==> config.mk <==
export PLATFORM = sky130hd
export DESIGN_NAME = run_ctl
export DESIGN_NICKNAME = d
export VERILOG_FILES = /design/src/rtl/run_ctl_pkg.sv /design/src/rtl/run_ctl_ws_timer.sv /design/src/rtl/run_ctl.sv
export SDC_FILE = /design/constraint.sdc
export NUM_CORES = 1
export LEC_CHECK = 0
export BUFFER_PORTS_ARGS = -buffer_cell sky130_fd_sc_hd__buf_2
export CORE_MARGIN = 8
export CORE_UTILIZATION = 51
export DETAILED_ROUTE_END_ITERATION = 7
export HOLD_SLACK_MARGIN = 0.08
export PLACE_DENSITY_LB_ADDON = 0.15
export SLEW_MARGIN = 20
export SYNTH_ARGS = -nofsm -noshare
export SYNTH_HDL_FRONTEND = slang
export SYNTH_SLANG_ARGS = --single-unit
export TNS_END_PERCENT = 20
==> constraint.sdc <==
create_clock -name clk4 -period 2.05 [get_ports clk4]
set_input_delay 0.205 -clock clk4 [delete_from_list [all_inputs] [get_ports clk4]]
set_output_delay 0.205 -clock clk4 [all_outputs]
set_load 0.02 [all_outputs]
==> src/rtl/run_ctl_pkg.sv <==
// Shared definitions for the run-control block: state codes as seen on the
// front panel, plus a decode helper for the "sequencer is clocking" states.
package run_ctl_pkg;

    typedef enum logic [2:0] {
        ST_RSTHOLD  = 3'd0,
        ST_RUN      = 3'd1,
        ST_STOPPING = 3'd2,
        ST_HALT     = 3'd3,
        ST_USTEP    = 3'd4,
        ST_ISTEP    = 3'd5
    } rc_state_e;

    // States in which the sequencer counts (nhalt high) and waits may be inserted.
    function automatic logic is_running(rc_state_e s);
        return (s == ST_RUN) || (s == ST_STOPPING) || (s == ST_USTEP) || (s == ST_ISTEP);
    endfunction

endpackage

==> src/rtl/run_ctl_ws_timer.sv <==
// Wait-state watchdog: counts consecutive cycles with nws low and flags the
// cycle on which the wait must be force-released, plus a one-cycle pulse.
module ws_timer
    import run_ctl_pkg::*;
#(
    parameter int WS_MAX = 15
) (
    input  logic clk4_i,
    input  logic reset_i,
    input  logic nws_i,        // current registered nws
    input  logic want_wait_i,  // a wait would otherwise be held next cycle
    output logic expire_o,     // this is the last allowed wait cycle
    output logic ws_timeout_o
);

    localparam int CW = (WS_MAX > 1) ? $clog2(WS_MAX + 1) : 1;
    localparam logic [CW-1:0] LAST = CW'(WS_MAX - 1);

    logic [CW-1:0] cnt_q;
    logic          ws_timeout_q;

    // cnt_q holds the number of low cycles already completed before this one
    assign expire_o     = ~nws_i && (cnt_q == LAST);
    assign ws_timeout_o = ws_timeout_q;

    // Count wait cycles; clear whenever nws is high or the wait is being cut
    always_ff @(posedge clk4_i) begin
        if (reset_i) begin
            cnt_q        <= '0;
            ws_timeout_q <= 1'b0;
        end else begin
            if (nws_i || expire_o) cnt_q <= '0;
            else                   cnt_q <= cnt_q + CW'(1);
            // pulse only when the release is actually forced, not when the
            // request drops or a halt releases nws on the same edge
            ws_timeout_q <= expire_o & want_wait_i;
        end
    end

endmodule

==> src/rtl/run_ctl.sv <==
// Run-control FSM: gates the microcode sequencer via nrsthold/nhalt/nws.
// Stops and instruction steps complete on an instruction boundary, i.e. an
// active cycle (nhalt=1, nws=1) in which the sequencer reports nend low.
module run_ctl
    import run_ctl_pkg::*;
#(
    parameter int RSTHOLD_CYCLES = 16,
    parameter int WS_MAX         = 15,
    parameter bit START_RUNNING  = 1'b1
) (
    input  logic       clk4,
    input  logic       reset,
    input  logic       fp_run,
    input  logic       fp_stop,
    input  logic       fp_ustep,
    input  logic       fp_istep,
    input  logic       nend,
    input  logic       wait_req,
    output logic       nrsthold,
    output logic       nhalt,
    output logic       nws,
    output logic [2:0] state,
    output logic       ws_timeout
);

    localparam int HW = (RSTHOLD_CYCLES > 1) ? $clog2(RSTHOLD_CYCLES) : 1;
    localparam logic [HW-1:0] HOLD_INIT = HW'(RSTHOLD_CYCLES - 1);

    rc_state_e     state_q, state_d;
    logic [HW-1:0] hold_q, hold_d;
    logic          nrsthold_q, nhalt_q, nws_q, nws_d;
    logic          active, boundary, want_wait, ws_expire;

    assign active   = nhalt_q & nws_q;
    assign boundary = active & ~nend;

    // Next-state decode; front-panel requests are single-cycle pulses
    always_comb begin
        state_d = state_q;
        hold_d  = hold_q;
        case (state_q)
            ST_RSTHOLD: begin
                if (hold_q == '0) state_d = START_RUNNING ? ST_RUN : ST_HALT;
                else              hold_d  = hold_q - HW'(1);
            end
            ST_HALT: begin
                if (fp_run)        state_d = ST_RUN;
                else if (fp_istep) state_d = ST_ISTEP;
                else if (fp_ustep) state_d = ST_USTEP;
            end
            ST_RUN: begin
                if (fp_stop) state_d = boundary ? ST_HALT : ST_STOPPING;
            end
            ST_STOPPING: begin
                if (fp_run)        state_d = ST_RUN;
                else if (boundary) state_d = ST_HALT;
            end
            ST_USTEP: begin
                if (active) state_d = ST_HALT;
            end
            ST_ISTEP: begin
                if (fp_stop || boundary) state_d = ST_HALT;
            end
            default: state_d = ST_HALT;
        endcase
    end

    // A wait is only held while the sequencer will still be running next cycle
    assign want_wait = wait_req & is_running(state_d);
    assign nws_d     = ~(want_wait & ~ws_expire);

    ws_timer #(.WS_MAX(WS_MAX)) u_ws_timer (
        .clk4_i       (clk4),
        .reset_i      (reset),
        .nws_i        (nws_q),
        .want_wait_i  (want_wait),
        .expire_o     (ws_expire),
        .ws_timeout_o (ws_timeout)
    );

    // State, hold counter and registered gating outputs decoded from next state
    always_ff @(posedge clk4) begin
        if (reset) begin
            state_q    <= ST_RSTHOLD;
            hold_q     <= HOLD_INIT;
            nrsthold_q <= 1'b0;
            nhalt_q    <= 1'b0;
            nws_q      <= 1'b1;
        end else begin
            state_q    <= state_d;
            hold_q     <= hold_d;
            nrsthold_q <= (state_d != ST_RSTHOLD);
            nhalt_q    <= is_running(state_d);
            nws_q      <= nws_d;
        end
    end

    assign nrsthold = nrsthold_q;
    assign nhalt    = nhalt_q;
    assign nws      = nws_q;
    assign state    = state_q;

endmodule

==> results.sh, run 1 <==
export IMPL_maxSlewHeadroom_pct=78.2
export IMPL_drtPass1Iterations=4
export IMPL_finalWirelength_um=1370
export IMPL_yosys_area_share_simple_pct=32.8
export IMPL_synth_compound_area_share_pct=12.5
export IMPL_area_growth_pct=15.4
export IMPL_fp_dieH_um=53.9
export IMPL_worst_setup_path_end_kind="flip-flop"
export IMPL_portBuffers=14
export IMPL_std_cell_rows=13
export IMPL_layout_drive_gt1_share_pct=23.5
export IMPL_cts_tree="built"
export IMPL_final_cell_mix="dfxtp_1, buf_2, nor2_1"
export IMPL_path_clk_slew_ns=0.09
export IMPL_hp_class="in2reg"
export IMPL_postLayoutCoreUtil_pct=64.1
export IMPL_fin_crit_ns=1.75
export IMPL_wl_per_cell_um=12.2
export IMPL_grt_max_degree=12
export IMPL_layout_commonest_cell="dfxtp_1"
export IMPL_first_global_vias=585
export IMPL_rsz0062_at_grt="false"
export IMPL_syn_num_nets=92
export IMPL_r2r_start="hold_q[0]$_SDFFE_PP1P_"
export IMPL_overflow=0
export IMPL_powerDensity_nw_per_um2=589
export IMPL_routed_via_density=5.25
export IMPL_syn_area_per_cell_um2=9.04
export IMPL_maxCapViolCount=0
export IMPL_die_x_um=53.9
export IMPL_ctsRootBufferMaster="clkbuf_4"
export IMPL_status="completed"
export IMPL_synthMuxAreaShare_pct=0
export IMPL_cts_hold_fix_buffers=0
export IMPL_die_area_um2=2900
export IMPL_drtAntennaViolNets=0
export IMPL_ff2ff_setup_slack_ns=0.30
export IMPL_finalMaxSlewViolations=0
export IMPL_r2r_end="hold_q[3]$_SDFFE_PP1P_"
export IMPL_synth_xor_area_share_pct=5.98
export IMPL_syn_cell_area_um2=732
export IMPL_num_io_pins=15
export IMPL_synthAdderAreaFrac_pct=5.13
export IMPL_grt_usage_pct=11.0
export IMPL_synth_cell_types=33
export IMPL_async_flop_share_pct=0
export IMPL_gp_congestion=0.729
export IMPL_clock_tree_buffer_depth=2
export IMPL_rr_worst_depth=7
export IMPL_skew_ns=0.00299
export IMPL_drc=0
export IMPL_leakagePower_nw=0.364
export IMPL_fmaxAchievable_mhz=572
export IMPL_crit_required_ns=2.23
export IMPL_hold_depth=2
export IMPL_tns_ns=0
export IMPL_fin_crit_sh_pct=85.3
export IMPL_yosys_warnings=0
export IMPL_final_nets=110
export IMPL_cts_resized_gates=0
export IMPL_syn_inst=81
export IMPL_place_ws_ns=0.389
export IMPL_antenna_found_initial=0
export IMPL_path_class="reg2reg"
export IMPL_cts_buffers=3
export IMPL_htreeDepth=1
export IMPL_arrival_ns=1.93
export IMPL_ys_ff_latch=15
export IMPL_clk_latency_ns=0.28
export IMPL_diodes=0
export IMPL_hp_start="reset"
export IMPL_synth_seq_area_share_pct=41.0
export IMPL_start_kind="flip-flop"
export IMPL_critPathMaxFanout=3
export IMPL_ir_drop_mv=0.409
export IMPL_cts_sinks=15
export IMPL_vias=593
export IMPL_setup_viol=0
export IMPL_design_area_um2=845
export IMPL_synth_top_family_by_area="simple AND/OR/NAND/NOR gates"
export IMPL_grt_pass1_wl_um=2370
export IMPL_drt_iter0_drc=7
export IMPL_initial_utilization_pct=55.6
export IMPL_hold_viol=0
export IMPL_place_detailed_hpwl_um=1020
export IMPL_holdPathEnd="nhalt$_SDFF_PP0_"
export IMPL_worst_pin_slew_ns=0.327
export IMPL_synth_edff_count=0
export IMPL_ys_flop_type="dfxtp_1"
export IMPL_setup_slack_ns=0.301
export IMPL_postCtsSetupRepairBufs=0
export IMPL_core_um2=1320
export IMPL_dpl_instance_area_um2=817
[Yosys cell counts (all sizes together) (2+ instances only)]
cell    count  area share (%)
nand2       4             2.1
nor2       11             5.6
nor2b       2             1.7
nand2b      6             5.1
o21ai       4             3.2
dfxtp      15              41
xnor2       2             2.4
ha          3             5.1
and3b       2             2.4
inv         4             2.1
a21oi       3             2.6
xor2        3             3.6
nand3       5             4.1
nor3b       2             2.1
[layout make-up]
class / count / area, um2
Timing Repair Buffer: 14 / 70.1
Multi-Input combinational cell: 61 / 413
Clock inverter: 1 / 5.00
Inverter: 4 / 15.0
Fill cell: 124 / 473
Tap cell: 15 / 18.8
Sequential cell: 15 / 300
Clock buffer: 3 / 22.5
[critical path, cell delays in order (launching register included)]
cell	delay, ns
dfxtp_1	0.38
inv_1	0.06
ha_1	0.20
nor3b_1	0.16
nand2b_1	0.18
or4_1	0.46
xor2_1	0.15
nand2b_1	0.06
[power breakdown]
| part | switching [W] | total [W] | leakage (nW) | internal [W] |
|---|---|---|---|---|
| clock network | 0.0000951 | 0.000168 | 0.0177 | 0.0000725 |
| logic | 0.0000136 | 0.0000290 | 0.225 | 0.0000154 |
| registers | 0.00000456 | 0.000301 | 0.122 | 0.000296 |
[worst max-delay path by stage]
stage                                      start                      to  slack, ns  depth (start not counted)
after floorplan           hold_q[0]$_SDFFE_PP1P_  hold_q[3]$_SDFFE_PP1P_       0.46                          7
after global placement    hold_q[0]$_SDFFE_PP1P_  hold_q[3]$_SDFFE_PP1P_       0.43                          7
after detailed placement  hold_q[0]$_SDFFE_PP1P_  hold_q[3]$_SDFFE_PP1P_       0.39                          7
after CTS                 hold_q[0]$_SDFFE_PP1P_  hold_q[3]$_SDFFE_PP1P_       0.30                          7
after global routing      hold_q[0]$_SDFFE_PP1P_  hold_q[3]$_SDFFE_PP1P_       0.21                          7
final                     hold_q[0]$_SDFFE_PP1P_  hold_q[3]$_SDFFE_PP1P_       0.30                          7
[sequential cells by signal (all words and copies together), names as in the netlist]
name,cells
nhalt,1
u_ws_timer.cnt_q,4
nws,1
hold_q,4
u_ws_timer.ws_timeout_o,1
state,3
nrsthold,1
[per-stage QoR]
stage	power, W	cells	hold WS (ns)
CTS	0.000507	113	0.205
global route	0.000528	113	0.212
floorplan	0.000324	81	0.430
finish	0.000498	113	0.211
detailed placement	0.000336	109	0.453
global placement	0.000335	109	0.451
[cell families (layout without fill, tap and decap cells)]
group | after synthesis | count (layout)
buffers and inverters | 5 | 22
adders and majority gates | 3 | 3
DFF | 15 | 15
AOI/OAI and AO/OA | 13 | 13
xor gates and xnor gates | 5 | 5
and+or+nand+nor | 40 | 40
[routing by layer]
metal  up-vias  track usage, %  wire [um]
li1        314               -          -
met2         9            18.5        696
met5         -               0          0
met4         0            5.04         26
met1       266            11.3        591
met3         4            5.23         59
No activity file was read; power rests on OpenSTA's default activity.
==> run 2, diff against run 1 <==
SETUP_SLACK_MARGIN = 0.4   (was unset)
==> run 2 against run 1 <==
Power is 2.0% higher. Sequential share of layout area is 1.4 points lower. Critical path depth stayed put. Register-to-register slack better by 0.12 ns. Sequential cell count stayed put. Largest power group unchanged. Highest routed layer unchanged. Die area stayed put. Setup slack better by 0.12 ns. Via count is 3.2% higher. Sequential power hardly changed. Worst hold slack worse by 0.0069 ns. Critical endpoint unchanged. Utilization is 3.2 points higher.
==> results.sh, run 2 (same netlist as run 1, synthesis figures left out) <==
export IMPL_status="completed"
export IMPL_worst_setup_path_end_kind="flip-flop"
export IMPL_drtPass1Iterations=3
export IMPL_routed_via_density=5.32
export IMPL_layout_commonest_cell="buf_2"
export IMPL_first_global_vias=588
export IMPL_std_cell_rows=13
export IMPL_worst_pin_slew_ns=0.287
export IMPL_rsz0062_at_grt="true"
export IMPL_n_fill_cell=116
export IMPL_finalMaxSlewViolations=0
export IMPL_p_int_w=0.000391
export IMPL_drc=0
export IMPL_finalWirelength_um=1510
export IMPL_swShare_pct=23.0
export IMPL_cts_tree="built"
export IMPL_critPathMaxStageDelay_ns=0.43
export IMPL_ctsRootBufferMaster="clkbuf_4"
export IMPL_portBuffers=14
export IMPL_fp_dieH_um=53.9
export IMPL_fin_crit_sh_pct=79.6
export IMPL_cts_hold_fix_buffers=0
export IMPL_cts_buffers=3
export IMPL_diodes=0
export IMPL_critPathMaxFanout=3
export IMPL_wl_per_cell_um=13.1
export IMPL_cts_sinks=15
export IMPL_multiInputGateArea_um2=438
export IMPL_maxSlewHeadroom_pct=80.6
export IMPL_path_class="reg2reg"
export IMPL_final_cell_mix="buf_2, dfxtp_1, nor2_1"
export IMPL_fmaxAchievable_mhz=613
export IMPL_cp_slowest_cell="or4_4"
export IMPL_ir_drop_mv=0.409
export IMPL_clk_latency_ns=0.28
export IMPL_path_clk_slew_ns=0.09
export IMPL_power_frac_clock_pct=32.8
export IMPL_num_io_pins=15
export IMPL_arrival_ns=1.81
export IMPL_tns_ns=0
export IMPL_fin_crit_ns=1.63
export IMPL_die_area_um2=2900
export IMPL_antenna_found_initial=0
export IMPL_place_detailed_hpwl_um=1020
export IMPL_postLayoutCoreUtil_pct=67.3
export IMPL_cpLargestDelayFamily="simple AND/OR/NAND/NOR gates"
export IMPL_power_frac_comb_pct=7.7
export IMPL_overflow=0
export IMPL_grt_pass1_wl_um=2410
export IMPL_die_x_um=53.9
export IMPL_clock_tree_buffer_depth=2
export IMPL_htreeDepth=1
export IMPL_drtAntennaViolNets=0
export IMPL_path_cells="inv_1 -> ha_2 -> nor3b_4 -> nand2b_4 -> or4_4 -> xor2_1 -> nand2b_1"
export IMPL_core_um2=1320
export IMPL_power_frac_seq_pct=59.4
export IMPL_grt_max_degree=12
export IMPL_setup_viol=0
export IMPL_layout_drive_gt1_share_pct=31.0
export IMPL_hp_class="in2reg"
export IMPL_initial_utilization_pct=55.6
export IMPL_skew_ns=0.00456
export IMPL_leakagePower_nw=0.391
export IMPL_vias=612
export IMPL_drt_iter0_drc=6
export IMPL_grt_usage_pct=11.3
export IMPL_worst_path_buf_inv=1
export IMPL_start_kind="flip-flop"
export IMPL_gp_congestion=0.729
export IMPL_hold_viol=0
export IMPL_regArea_um2=303
export IMPL_final_nets=112
export IMPL_p_sw_w=0.000117
export IMPL_powerDensity_nw_per_um2=572
export IMPL_maxCapViolCount=0
export IMPL_crit_required_ns=2.23
export IMPL_area_growth_pct=21.2
==> run 2: routing by layer <==
layer	GRT usage (%)	vias up	part of all wire, %
met3	4.96	6	4.6
li1	-	319	-
met4	5.46	0	3.4
met5	0	-	0
met2	19.7	11	52
met1	11.3	276	40
==> run 2: cell type report <==
| type | instances | area share, % |
|---|---|---|
| Clock inverter | 1 | 0.564 |
| Clock buffer | 3 | 2.54 |
| Sequential cell | 15 | 34.1 |
| Tap cell | 15 | 2.12 |
| Multi-Input combinational cell | 61 | 49.4 |
| Inverter | 4 | 1.69 |
| Timing Repair Buffer | 16 | 9.59 |
==> run 2: through the flow <==
stage | cells | worst slack, ns | hold WS [ns] | power [W] | cell area (um2)
after floorplan | 81 | 0.464 | 0.430 | 0.000324 | 732
after global placement | 109 | 0.428 | 0.451 | 0.000335 | 817
after detailed placement | 109 | 0.389 | 0.453 | 0.000336 | 817
after CTS | 114 | 0.409 | 0.205 | 0.000510 | 866
after global routing | 115 | 0.370 | 0.214 | 0.000539 | 887
final | 115 | 0.418 | 0.204 | 0.000508 | 887
==> run 2: power groups by stage <==
stage / clock (W) / sequential, W / combinational, W
6_report: 0.000167 / 0.000302 / 0.0000393
5_1_grt: 0.000193 / 0.000303 / 0.0000435
4_1_cts: 0.000176 / 0.000301 / 0.0000323
3_5_place_dp: 0 / 0.000307 / 0.0000291
3_3_place_gp: 0 / 0.000307 / 0.0000276
2_1_floorplan: 0 / 0.000306 / 0.0000176
==> run 2: repair_timing <==
| action | 4_1_cts | 5_1_grt |
|---|---|---|
| hold endpoints to repair | 0 | 0 |
| endpoints found under the setup margin | 1 | 3 |
| buffers inserted | 1 | 1 |
| resized for setup | 4 | 3 |
| pin swaps | 0 | 1 |
==> run 2: worst paths after layout <==
path                                  start                              to  slack (ns)  cells after the start
max                  hold_q[1]$_SDFFE_PP1P_          hold_q[3]$_SDFFE_PP1P_        0.42                      7
min                                   reset                nhalt$_SDFF_PP0_        0.20                      2
max reg2reg          hold_q[1]$_SDFFE_PP1P_          hold_q[3]$_SDFFE_PP1P_        0.42                      7
min reg2reg  u_ws_timer.cnt_q[0]$_SDFF_PP0_  u_ws_timer.cnt_q[0]$_SDFF_PP0_        0.47                      1
==> run 3, diff against run 2 <==
ABC_AREA = 1   (was unset)
CORE_UTILIZATION = 53   (was 51)
clock period = 1.51 ns   (was 2.05 ns; I/O delays follow)
==> run 3 against run 2 <==
Global-route usage increased by 0.49 points. Sequential cell count unchanged. Wire length increased by 9.3%. Sequential share of layout area decreased by 4.0 points. Count of clock-buffer cells in the layout increased by 1. Clock power increased by 31%. Combinational power increased by 49%. Highest routed layer unchanged. Clock skew increased by 0.0078 ns.
==> results.sh, run 3 <==
export IMPL_final_nets=146
export IMPL_layout_commonest_cell="inv_1"
export IMPL_antenna_found_initial=0
export IMPL_drc=0
export IMPL_synth_edff_count=0
export IMPL_std_cell_rows=14
export IMPL_clock_tree_buffer_depth=2
export IMPL_rsz0062_at_grt="true"
export IMPL_initial_utilization_pct=55.6
export IMPL_worst_pin_slew_ns=0.247
export IMPL_drtAntennaViolNets=0
export IMPL_tns_ns=0
export IMPL_maxSlewHeadroom_pct=83.5
export IMPL_syn_inst=112
export IMPL_synth_seq_area_share_pct=36.3
export IMPL_synth_area_top_cells="dfxtp_1, inv_1, nand2_1"
export IMPL_die_area_um2=3080
export IMPL_ys_ff_latch=15
export IMPL_overflow=0
export IMPL_routed_via_density=5.16
export IMPL_vias=774
export IMPL_skew_ns=0.0124
export IMPL_setup_viol=0
export IMPL_status="completed"
export IMPL_gp_congestion=0.825
export IMPL_first_global_vias=782
export IMPL_cts_buffers=3
export IMPL_fin_crit_sh_pct=84.5
export IMPL_crit_required_ns=1.68
export IMPL_hold_viol=0
export IMPL_finalWirelength_um=1650
export IMPL_path_class="reg2reg"
export IMPL_drt_iter0_drc=5
export IMPL_drtPass1Iterations=4
export IMPL_critPathMaxFanout=4
export IMPL_maxCapViolCount=0
export IMPL_fp_dieH_um=55.5
export IMPL_synth_cell_types=24
export IMPL_num_io_pins=15
export IMPL_syn_area_per_cell_um2=7.40
export IMPL_power_w=0.000684
export IMPL_ir_drop_mv=0.576
export IMPL_grt_usage_pct=11.8
export IMPL_grt_pass1_wl_um=3130
export IMPL_wl_per_cell_um=11.0
export IMPL_fmaxAchievable_mhz=784
export IMPL_ctsRootBufferMaster="clkbuf_4"
export IMPL_layout_drive_gt1_share_pct=40.3
export IMPL_core_um2=1490
export IMPL_hp_class="in2reg"
export IMPL_leakagePower_nw=0.564
export IMPL_diodes=0
export IMPL_grt_max_degree=11
export IMPL_start_kind="flip-flop"
export IMPL_area_growth_pct=24.5
export IMPL_final_cell_mix="inv_1, nand2_1, buf_2"
export IMPL_syn_num_nets=123
export IMPL_finalMaxSlewViolations=0
export IMPL_clk_latency_ns=0.27
export IMPL_ys_flop_type="dfxtp_1"
export IMPL_yosysTopAreaCell="dfxtp_1"
export IMPL_async_flop_share_pct=0
export IMPL_die_x_um=55.5
export IMPL_powerDensity_nw_per_um2=664
export IMPL_cts_sinks=15
export IMPL_place_detailed_hpwl_um=1280
export IMPL_yosys_top_cells_count="inv_1, dfxtp_1, nand2_1"
export IMPL_worst_setup_path_end_kind="flip-flop"
export IMPL_portBuffers=14
export IMPL_fin_crit_ns=1.28
export IMPL_htreeDepth=1
export IMPL_cts_tree="built"
export IMPL_synthDominantCellAreaShare_pct=36.3
export IMPL_arrival_ns=1.45
export IMPL_yosys_warnings=0
export IMPL_synth_most_common_cell="inv_1"
export IMPL_path_clk_slew_ns=0.09
export IMPL_syn_cell_area_um2=828
==> run 3: cell count changes after synthesis, moves of 3 or more <==
cell	before	now
nand2_2	0	5
nand2_1	4	15
inv_2	0	3
nor2_2	0	5
nand3_1	4	10
inv_1	4	18
nand2b_1	6	0
nand4_1	0	4
a21oi_1	2	5
nand3_2	1	4
==> run 3: per-stage QoR <==
stage	instances	worst slack [ns]	hold WS, ns	instance area [um2]	utilization, %
after floorplan	112	0.292	0.213	868	-
after global placement	141	0.250	0.365	947	63.6
after detailed placement	141	0.202	0.366	947	63.6
after CTS	150	0.261	0.0814	1010	68.2
after global routing	150	0.177	0.0940	1030	69.2
final	150	0.234	0.0930	1030	69.2
==> run 3: cell type report <==
class / instances / area [um2]
multi-input combinational: 75 / 485
fill: 131 / 458
sequential: 15 / 310
timing repair buffer: 19 / 110
inverter: 21 / 78.8
clock buffer: 4 / 26.3
tap: 16 / 20.0
==> run 3: worst paths after layout <==
kind	slack, ns	start	depth (start not counted)	endpoint
setup / recovery	0.23	hold_q[0]$_SDFFE_PP1P_	9	hold_q[3]$_SDFFE_PP1P_
hold / removal	0.09	wait_req	2	nws$_SDFF_PP1_
setup reg to reg	0.23	hold_q[0]$_SDFFE_PP1P_	9	hold_q[3]$_SDFFE_PP1P_
hold reg to reg	0.48	u_ws_timer.cnt_q[0]$_SDFF_PP0_	1	u_ws_timer.cnt_q[0]$_SDFF_PP0_
==> run 3: logic make-up after synthesis <==
group           Yosys count  synth area share [%]
xor+xnor                  2                  2.12
compound gates           13                  8.91
flops                    15                  36.3
simple gates             57                  37.3
buf+inv                  22                  10.9
fa+ha+maj                 3                  4.53
==> run 3: worst max-delay path: stages, from the launching register on <==
cell	delay (ns)
dfxtp_2	0.33
inv_2	0.07
ha_4	0.15
nand2_4	0.06
o21ai_4	0.20
inv_2	0.08
nand2_4	0.07
nor2_4	0.04
a21oi_2	0.10
o21ai_1	0.06
==> run 3: report_power, final <==
group          switching, W  internal (W)   total, W
combinational     0.0000317     0.0000267  0.0000584
clock              0.000117      0.000102   0.000219
sequential       0.00000534      0.000401   0.000407
total              0.000154      0.000530   0.000684
==> run 3: layer usage <==
layer	up-vias	track usage [%]	routed length, um
li1	404	-	-
met1	359	12.3	655
met2	9	21.2	899
met3	2	4.11	80
met4	0	4.23	10
met5	-	0	0
==> run 3: repair_timing <==
item / CTS / global route
gates resized for setup: 1 / 5
pin swaps: 3 / 2
setup endpoints to repair: 9 / 15
setup buffers: 4 / 0
hold buffers: 1 / 0
endpoints found under the hold margin: 1 / 0
